[src/rtl/ldr_pkg.sv]
`default_nettype none
// ============================================================================
// Module      : ldr_pkg
// Description : Shared types and default constants for the program loader.
// Revision    : 1.0 - initial release
// ============================================================================
package ldr_pkg;

  localparam int         DEF_AW        = 8;
  localparam int         DEF_IW        = 9;
  localparam logic [8:0] DEF_HALT_CODE = 9'h000;

  typedef enum logic [2:0] {
    IDLE = 3'd0,
    LOAD = 3'd1,
    RST  = 3'd2,
    RUN  = 3'd3,
    DONE = 3'd4
  } ldr_state_t;

endpackage
`default_nettype wire

[src/rtl/instr_ram.sv]
`default_nettype none
// ============================================================================
// Module      : instr_ram
// Description : Instruction store, one synchronous write port and one
//               asynchronous (zero-latency) read port. Contents not reset.
// Revision    : 1.0 - initial release
// ============================================================================
module instr_ram #(
  parameter int AW = 8,
  parameter int IW = 9
) (
  input  logic          clk,
  input  logic          we,
  input  logic [AW-1:0] waddr,
  input  logic [IW-1:0] wdata,
  input  logic [AW-1:0] raddr,
  output logic [IW-1:0] rdata
);

  logic [IW-1:0] mem [2**AW];

  // Write one program word per accepted transfer.
  always_ff @(posedge clk) begin
    if (we) begin
      mem[waddr] <= wdata;
    end
  end

  // Combinational read so the core sees its instruction in the fetch cycle.
  assign rdata = mem[raddr];

endmodule
`default_nettype wire

[src/rtl/prog_loader.sv]
`default_nettype none
// ============================================================================
// Module      : prog_loader
// Description : Program loader front-end for the 8-bit core. Streams a
//               program into instruction RAM, holds the core in reset while
//               loading, runs it, and reports Done / timeout.
//               Optional macro PROG_LOADER_CHECKSUM_EN adds ChkSum output
//               (XOR of all accepted words).
// Revision    : 1.0 - initial release
// ============================================================================
module prog_loader
  import ldr_pkg::*;
#(
  parameter int            AW         = DEF_AW,
  parameter int            IW         = DEF_IW,
  parameter int            RST_CYCLES = 2,
  parameter logic [15:0]   MAX_CYCLES = 16'hFFFF,
  parameter logic [IW-1:0] HALT_CODE  = IW'(DEF_HALT_CODE)
) (
  input  logic          Clk,
  input  logic          Reset,
  input  logic          Start,
  input  logic          LdValid,
  input  logic [IW-1:0] LdData,
  input  logic          LdLast,
  output logic          LdReady,
  input  logic [AW-1:0] PC,
  output logic [IW-1:0] mach_code,
  output logic          CoreReset,
  input  logic          CoreDone,
  output logic          Busy,
  output logic          Finished,
  output logic          Timeout,
  output logic [AW:0]   LoadCount,
  output logic [15:0]   CycleCnt
`ifdef PROG_LOADER_CHECKSUM_EN
  ,
  output logic [IW-1:0] ChkSum
`endif
);

  // Index of the last RAM slot; a transfer there fills the store.
  localparam logic [AW:0] LAST_IDX  = (AW+1)'((2**AW) - 1);
  localparam logic [AW:0] ONE_CNT   = (AW+1)'(1);
  // Counter value at which RUN gives up without a Done.
  localparam logic [15:0] CYC_LIMIT = MAX_CYCLES - 16'd1;
  // Down-counter preload so RST lasts exactly RST_CYCLES cycles.
  localparam logic [15:0] RST_LOAD  = 16'(RST_CYCLES - 1);

  ldr_state_t    state, next_state;
  logic [15:0]   rst_cnt;
  logic          xfer;
  logic          start_ok;
  logic [IW-1:0] ram_rdata;

  instr_ram #(
    .AW (AW),
    .IW (IW)
  ) u_ram (
    .clk   (Clk),
    .we    (xfer),
    .waddr (LoadCount[AW-1:0]),
    .wdata (LdData),
    .raddr (PC),
    .rdata (ram_rdata)
  );

  // Unloaded addresses (including everything after a reset) read as HALT_CODE.
  assign mach_code = ({1'b0, PC} < LoadCount) ? ram_rdata : HALT_CODE;

  // State register.
  always_ff @(posedge Clk) begin
    if (Reset) begin
      state <= IDLE;
    end else begin
      state <= next_state;
    end
  end

  // Next-state and state-decoded outputs.
  always_comb begin
    next_state = state;
    LdReady    = 1'b0;
    CoreReset  = 1'b1;
    Busy       = 1'b0;
    Finished   = 1'b0;
    xfer       = 1'b0;
    start_ok   = 1'b0;
    case (state)
      IDLE: begin
        if (Start) begin
          start_ok   = 1'b1;
          next_state = LOAD;
        end
      end
      LOAD: begin
        LdReady = 1'b1;
        Busy    = 1'b1;
        if (LdValid) begin
          xfer = 1'b1;
          if (LdLast || (LoadCount == LAST_IDX)) begin
            next_state = RST;
          end
        end
      end
      RST: begin
        Busy = 1'b1;
        if (rst_cnt == 16'd0) begin
          next_state = RUN;
        end
      end
      RUN: begin
        Busy      = 1'b1;
        CoreReset = 1'b0;
        if (CoreDone || (CycleCnt == CYC_LIMIT)) begin
          next_state = DONE;
        end
      end
      DONE: begin
        Finished = 1'b1;
        if (Start) begin
          start_ok   = 1'b1;
          next_state = LOAD;
        end
      end
      default: begin
        next_state = IDLE;
      end
    endcase
  end

  // Load/run counters and the timeout flag; the cycle counter stops on the
  // exit cycle so it reports the value seen when the run ended.
  always_ff @(posedge Clk) begin
    if (Reset) begin
      LoadCount <= '0;
      CycleCnt  <= 16'd0;
      Timeout   <= 1'b0;
      rst_cnt   <= 16'd0;
    end else begin
      if (start_ok) begin
        LoadCount <= '0;
        CycleCnt  <= 16'd0;
        Timeout   <= 1'b0;
      end
      if (xfer) begin
        LoadCount <= LoadCount + ONE_CNT;
        rst_cnt   <= RST_LOAD;
      end
      if ((state == RST) && (rst_cnt != 16'd0)) begin
        rst_cnt <= rst_cnt - 16'd1;
      end
      if ((state == RUN) && !CoreDone) begin
        if (CycleCnt == CYC_LIMIT) begin
          Timeout <= 1'b1;
        end else begin
          CycleCnt <= CycleCnt + 16'd1;
        end
      end
    end
  end

`ifdef PROG_LOADER_CHECKSUM_EN
  // Running XOR of accepted words, restarted with each new load.
  always_ff @(posedge Clk) begin
    if (Reset || start_ok) begin
      ChkSum <= '0;
    end else if (xfer) begin
      ChkSum <= ChkSum ^ LdData;
    end
  end
`endif

endmodule
`default_nettype wire

[config.mk]
export PLATFORM = sky130hd
export DESIGN_NAME = prog_loader
export DESIGN_NICKNAME = d
export VERILOG_FILES = /design/src/rtl/ldr_pkg.sv /design/src/rtl/instr_ram.sv /design/src/rtl/prog_loader.sv
export SDC_FILE = /design/constraint.sdc
export NUM_CORES = 2
export LEC_CHECK = 0
export BUFFER_PORTS_ARGS = -buffer_cell sky130_fd_sc_hd__buf_2
export CAP_MARGIN = 0
export CORE_MARGIN = 2
export CORE_UTILIZATION = 55
export DETAILED_ROUTE_END_ITERATION = 8
export MAX_ROUTING_LAYER = met4
export PLACE_DENSITY = 0.71
export REMOVE_ABC_BUFFERS = 1
export SYNTH_ARGS = -nofsm -noshare
export SYNTH_HDL_FRONTEND = slang
export SYNTH_SLANG_ARGS = --single-unit
[constraint.sdc]
create_clock -name Clk -period 3 [get_ports Clk]
set_clock_uncertainty 0.2 [all_clocks]
set_input_delay 0.3 -clock Clk [delete_from_list [all_inputs] [get_ports Clk]]
set_output_delay 0.3 -clock Clk [all_outputs]
set_load 0.05 [all_outputs]
==> results by group <==
Worst setup path
  – Slowest-stage cell, CP: dfxtp_2
  – Crit path cell chain: inv_2, ha_4, and3_4, a221oi_2, buf_4, a21oi_4, a211oi_2, buf_4, buf_12, nand2_8, buf_12, buf_4, o221ai_2, buf_4, buf_8
  – Crit-path max cell delay: 320 ps
  – Worst Path Required: 2500 ps
  – R2r setup slk: 130 ps
  – Worst setup EP type: output port
  – Worst r2r dst: u_ram.mem[164][6]
  – Worst path top cell family by delay: buffers and inverters
  – Crit-path most repeated cell: buf_4
  – Reg2reg start: state[2]
  – Crit path DAT: 3440 ps
  – WS Path Type: reg -> out
  – Reg2reg path depth: 6
  – Worst Path Max Fanout: 5
  – WP depth: 15
  – Startpoint Class: flip-flop
  – Buf/Inv on CP: 8

Clock network
  – H-tree Lvls: 4
  – Clk Tree Root Cell: clkbuf_16
  – Clock transition at path regs: 60 ps
  – Clk_lat worst skew: 870 ps
  – Clock buffer depth: 3
  – CTS buffer count: 217
  – TritonCTS clock tree: yes
  – # clock sinks: 2349

Power and ir drop
  – Leak Pwr: 36.49 nW
  – Power Dens Cells: 629.1 nW/µm²
  – Peak VDD IR: 0.7602 mV

Timing
  – Max Fclk: 254.0 MHz
  – Slew headroom: 0.3747
  – Setup-failing EPs final: 9
  – Setup ws final: -936.5 ps
  – Fin crit period: 3936 ps
  – Pins Over Slew Limit: 0
  – Worst-margin pin slew: 937.9 ps
  – RSZ-0062 raised after global routing: yes
  – Setup TNS: -7694 ps
  – Period utilization: 1.312
  – Final Hold Violating Endpoints: 0

Synthesis
  – Adder-Cell Fraction of Synth Area: 0.002043
  – Mux cell area share after synthesis: 0.1343
  – Avg Cell Area, Syn: 18.89 µm²
  – Post-Synth XOR/XNOR Area: 0.0009534
  – Largest cells by area after synthesis: edfxtp_1, mux4_2, mux2i_1
  – Commonest cells in the netlist: edfxtp_1, mux2i_1, nor2_1
  – Post-synth EDFFs: 2304
  – Area share of the largest cell type after synthesis: 0.7531
  – Top-count cell post-synth: edfxtp_1
  – Compound-Gate Fraction of Synth Area: 0.05536
  – Seq/Total Area, Yosys: 0.7629
  – Synth area leader: edfxtp_1
  – Unique masters post-synth: 56
  – Mapped Area: 91870 µm²
  – Synthesized flop and latch total: 2349
  – Area share of and/or/nand/nor cells after synthesis: 0.02878
  – Synth Flop Type: edfxtp_1
  – Post-Synthesis Cells: 4864
  – Asr flop ratio synth: 0
  – Yosys warning count: 0
  – Main combinational cell family by area after synthesis: multiplexers

Global route
  – Vias in the first global route: 50520
  – All-layer global routing usage: 0.2845
  – Largest net degree at the start of global routing: 102
  – First-pass GRT wire length: 341100 µm
  – Overflow after GRT: 0
  – Initial antenna violation count: 2

Floorplanning
  – Die area: 170300 µm²
  – Area of the core: 165400 µm²
  – Rows: 149
  – Initial core utilization: 0.5555
  – Io pins: 62
  – Die X: 412.7 µm
  – Die height: 412.7 µm

Placed design
  – Post-DP Area: 100500 µm²
  – Port Buffers: 61
  – GP Congestion: 0.9011
  – DP HPWL: 147400 µm

Drt
  – Vias per cell: 6.434
  – Initial DRC count: 6750
  – DRT Pass-1 Iters: 6
  – Drt drc: 0
  – WL final: 233800 µm
  – Post-route ant nets: 0
  – Via count: 51310
  – Wire per inst: 29.31 µm

Cells and area
  – Fraction of layout cells with a size suffix above 1: 0.2616
  – Final core utilization: 0.6558
  – # fillers: 10680
  – Final nets: 5637
  – Fin area: 108500 µm²
  – Area Growth Syn to Fin: 18.06%

Worst hold path
  – Hold Path End: Timeout
  – Hold path depth: 5
  – Hold_sp: CoreDone
  – Hold Crit Class: in -> reg

Status
  – Failing checks: setup timing
  – Outcome: finished with violations

Run
  – Max-cap viol count: 0
power by group:
part,total [mW],leakage (nW),switching (mW),internal (mW)
logic,4.68,12.0,2.89,1.79
clock network,27.4,3.46,11.8,15.6
registers,36.1,21.1,0.0572,36.1
worst max-delay path by stage:
stage	startpoint	end
after floorplan	PC[1]	mach_code[7]
after global placement	PC[0]	mach_code[7]
after detailed placement	PC[0]	mach_code[7]
after CTS	LoadCount[5]	mach_code[5]
after global routing	LoadCount[6]	mach_code[2]
final	LoadCount[6]	mach_code[6]
logic make-up (layout without fill, tap and decap cells):
family | after synthesis | in the layout
simple gates | 620 | 620
compound gates | 683 | 683
fa+ha+maj | 15 | 15
xor+xnor | 10 | 10
other cells | 0 | 3
buf+inv | 315 | 1234
flops | 2349 | 2349
mux | 872 | 872
per-stage QoR:
stage | setup slack [ps] | hold slack (ps) | power (mW) | cells
after floorplan | -4778 | 169.1 | 38.65 | 4564
after detailed placement | -1277 | 268.3 | 41.28 | 7557
after global routing | -1047 | 218.5 | 69.92 | 7974
after global placement | -1279 | 259.4 | 41.20 | 7557
after CTS | -893.8 | 154.0 | 68.47 | 7969
final | -936.5 | 213.4 | 68.22 | 7975
state kept, by name, indices dropped and copies added (netlist names):
register,count
CycleCnt,16
LoadCount,9
Timeout,1
rst_cnt,16
state,3
u_ram.mem,2304
cell usage in the layout, fill, tap and decap left out, types with 7 or more instances in the layout:
cell type      synthesis  final
nor3_1                 7      7
inv_6                  0      9
clkbuf_16              0    221
nand2_1              202    191
o221ai_1             297    286
nor4_1                19     16
o31ai_1                8      8
nand3_2                0     10
o22ai_2                0      9
o221ai_4               0      7
clkinv_2               0     46
bufinv_16              0     25
buf_12                 0    103
ha_1                  15     11
a211oi_1             110    107
clkbuf_1             170     37
buf_2                 58     39
nand2b_1              10      7
nor2_1               305    304
edfxtp_1            2304   2304
nand3_1               37     25
o22ai_1              144    135
a21oi_4                0      7
inv_1                 14      9
mux4_2               288    288
o211ai_1               7      7
clkinv_1               0     53
buf_4                 48    630
a21oi_1               88     70
buf_6                  0     13
dlygate4sd3_1          0     15
dfxtp_1               45     42
buf_8                  0     15
a21oi_2                0     11
a22oi_2                0      9
nand2_2                0      8
mux2i_1              579    577
area by class of cell:
| type | count | area, µm² | area share |
|---|---|---|---|
| antenna | 3 | 7.507 | 0.00006922 |
| clock buffer | 261 | 5710 | 0.05265 |
| clock inverter | 142 | 1345 | 0.01240 |
| inverter | 15 | 61.31 | 0.0005653 |
| multi-input combinational | 2200 | 20960 | 0.1933 |
| sequential | 2349 | 70090 | 0.6463 |
| tap | 2189 | 2739 | 0.02525 |
| timing repair buffer | 816 | 7536 | 0.06949 |
routing by layer:
layer	wire length, µm	global-route usage
met1	92040	0.3941
met2	110200	0.4257
met3	22670	0.05435
met4	8820	0.1034
met5	0	-
what timing repair did:
action,CTS,global route
pin swaps,35,10
resized for setup,135,9
endpoints found under the setup margin,9,139
gates cloned,2,0
endpoints found under the hold margin,1254,0
setup buffers,1,5
hold buffers,15,0
worst reg2reg max path, cell delays in order (launching register included):
cell	delay, ps
dfxtp_1	410
nor3b_2	290
and2_1	220
buf_12	190
nand3_2	500
nor2_1	520
buf_4	250
Power figures use the tool's default switching activity.
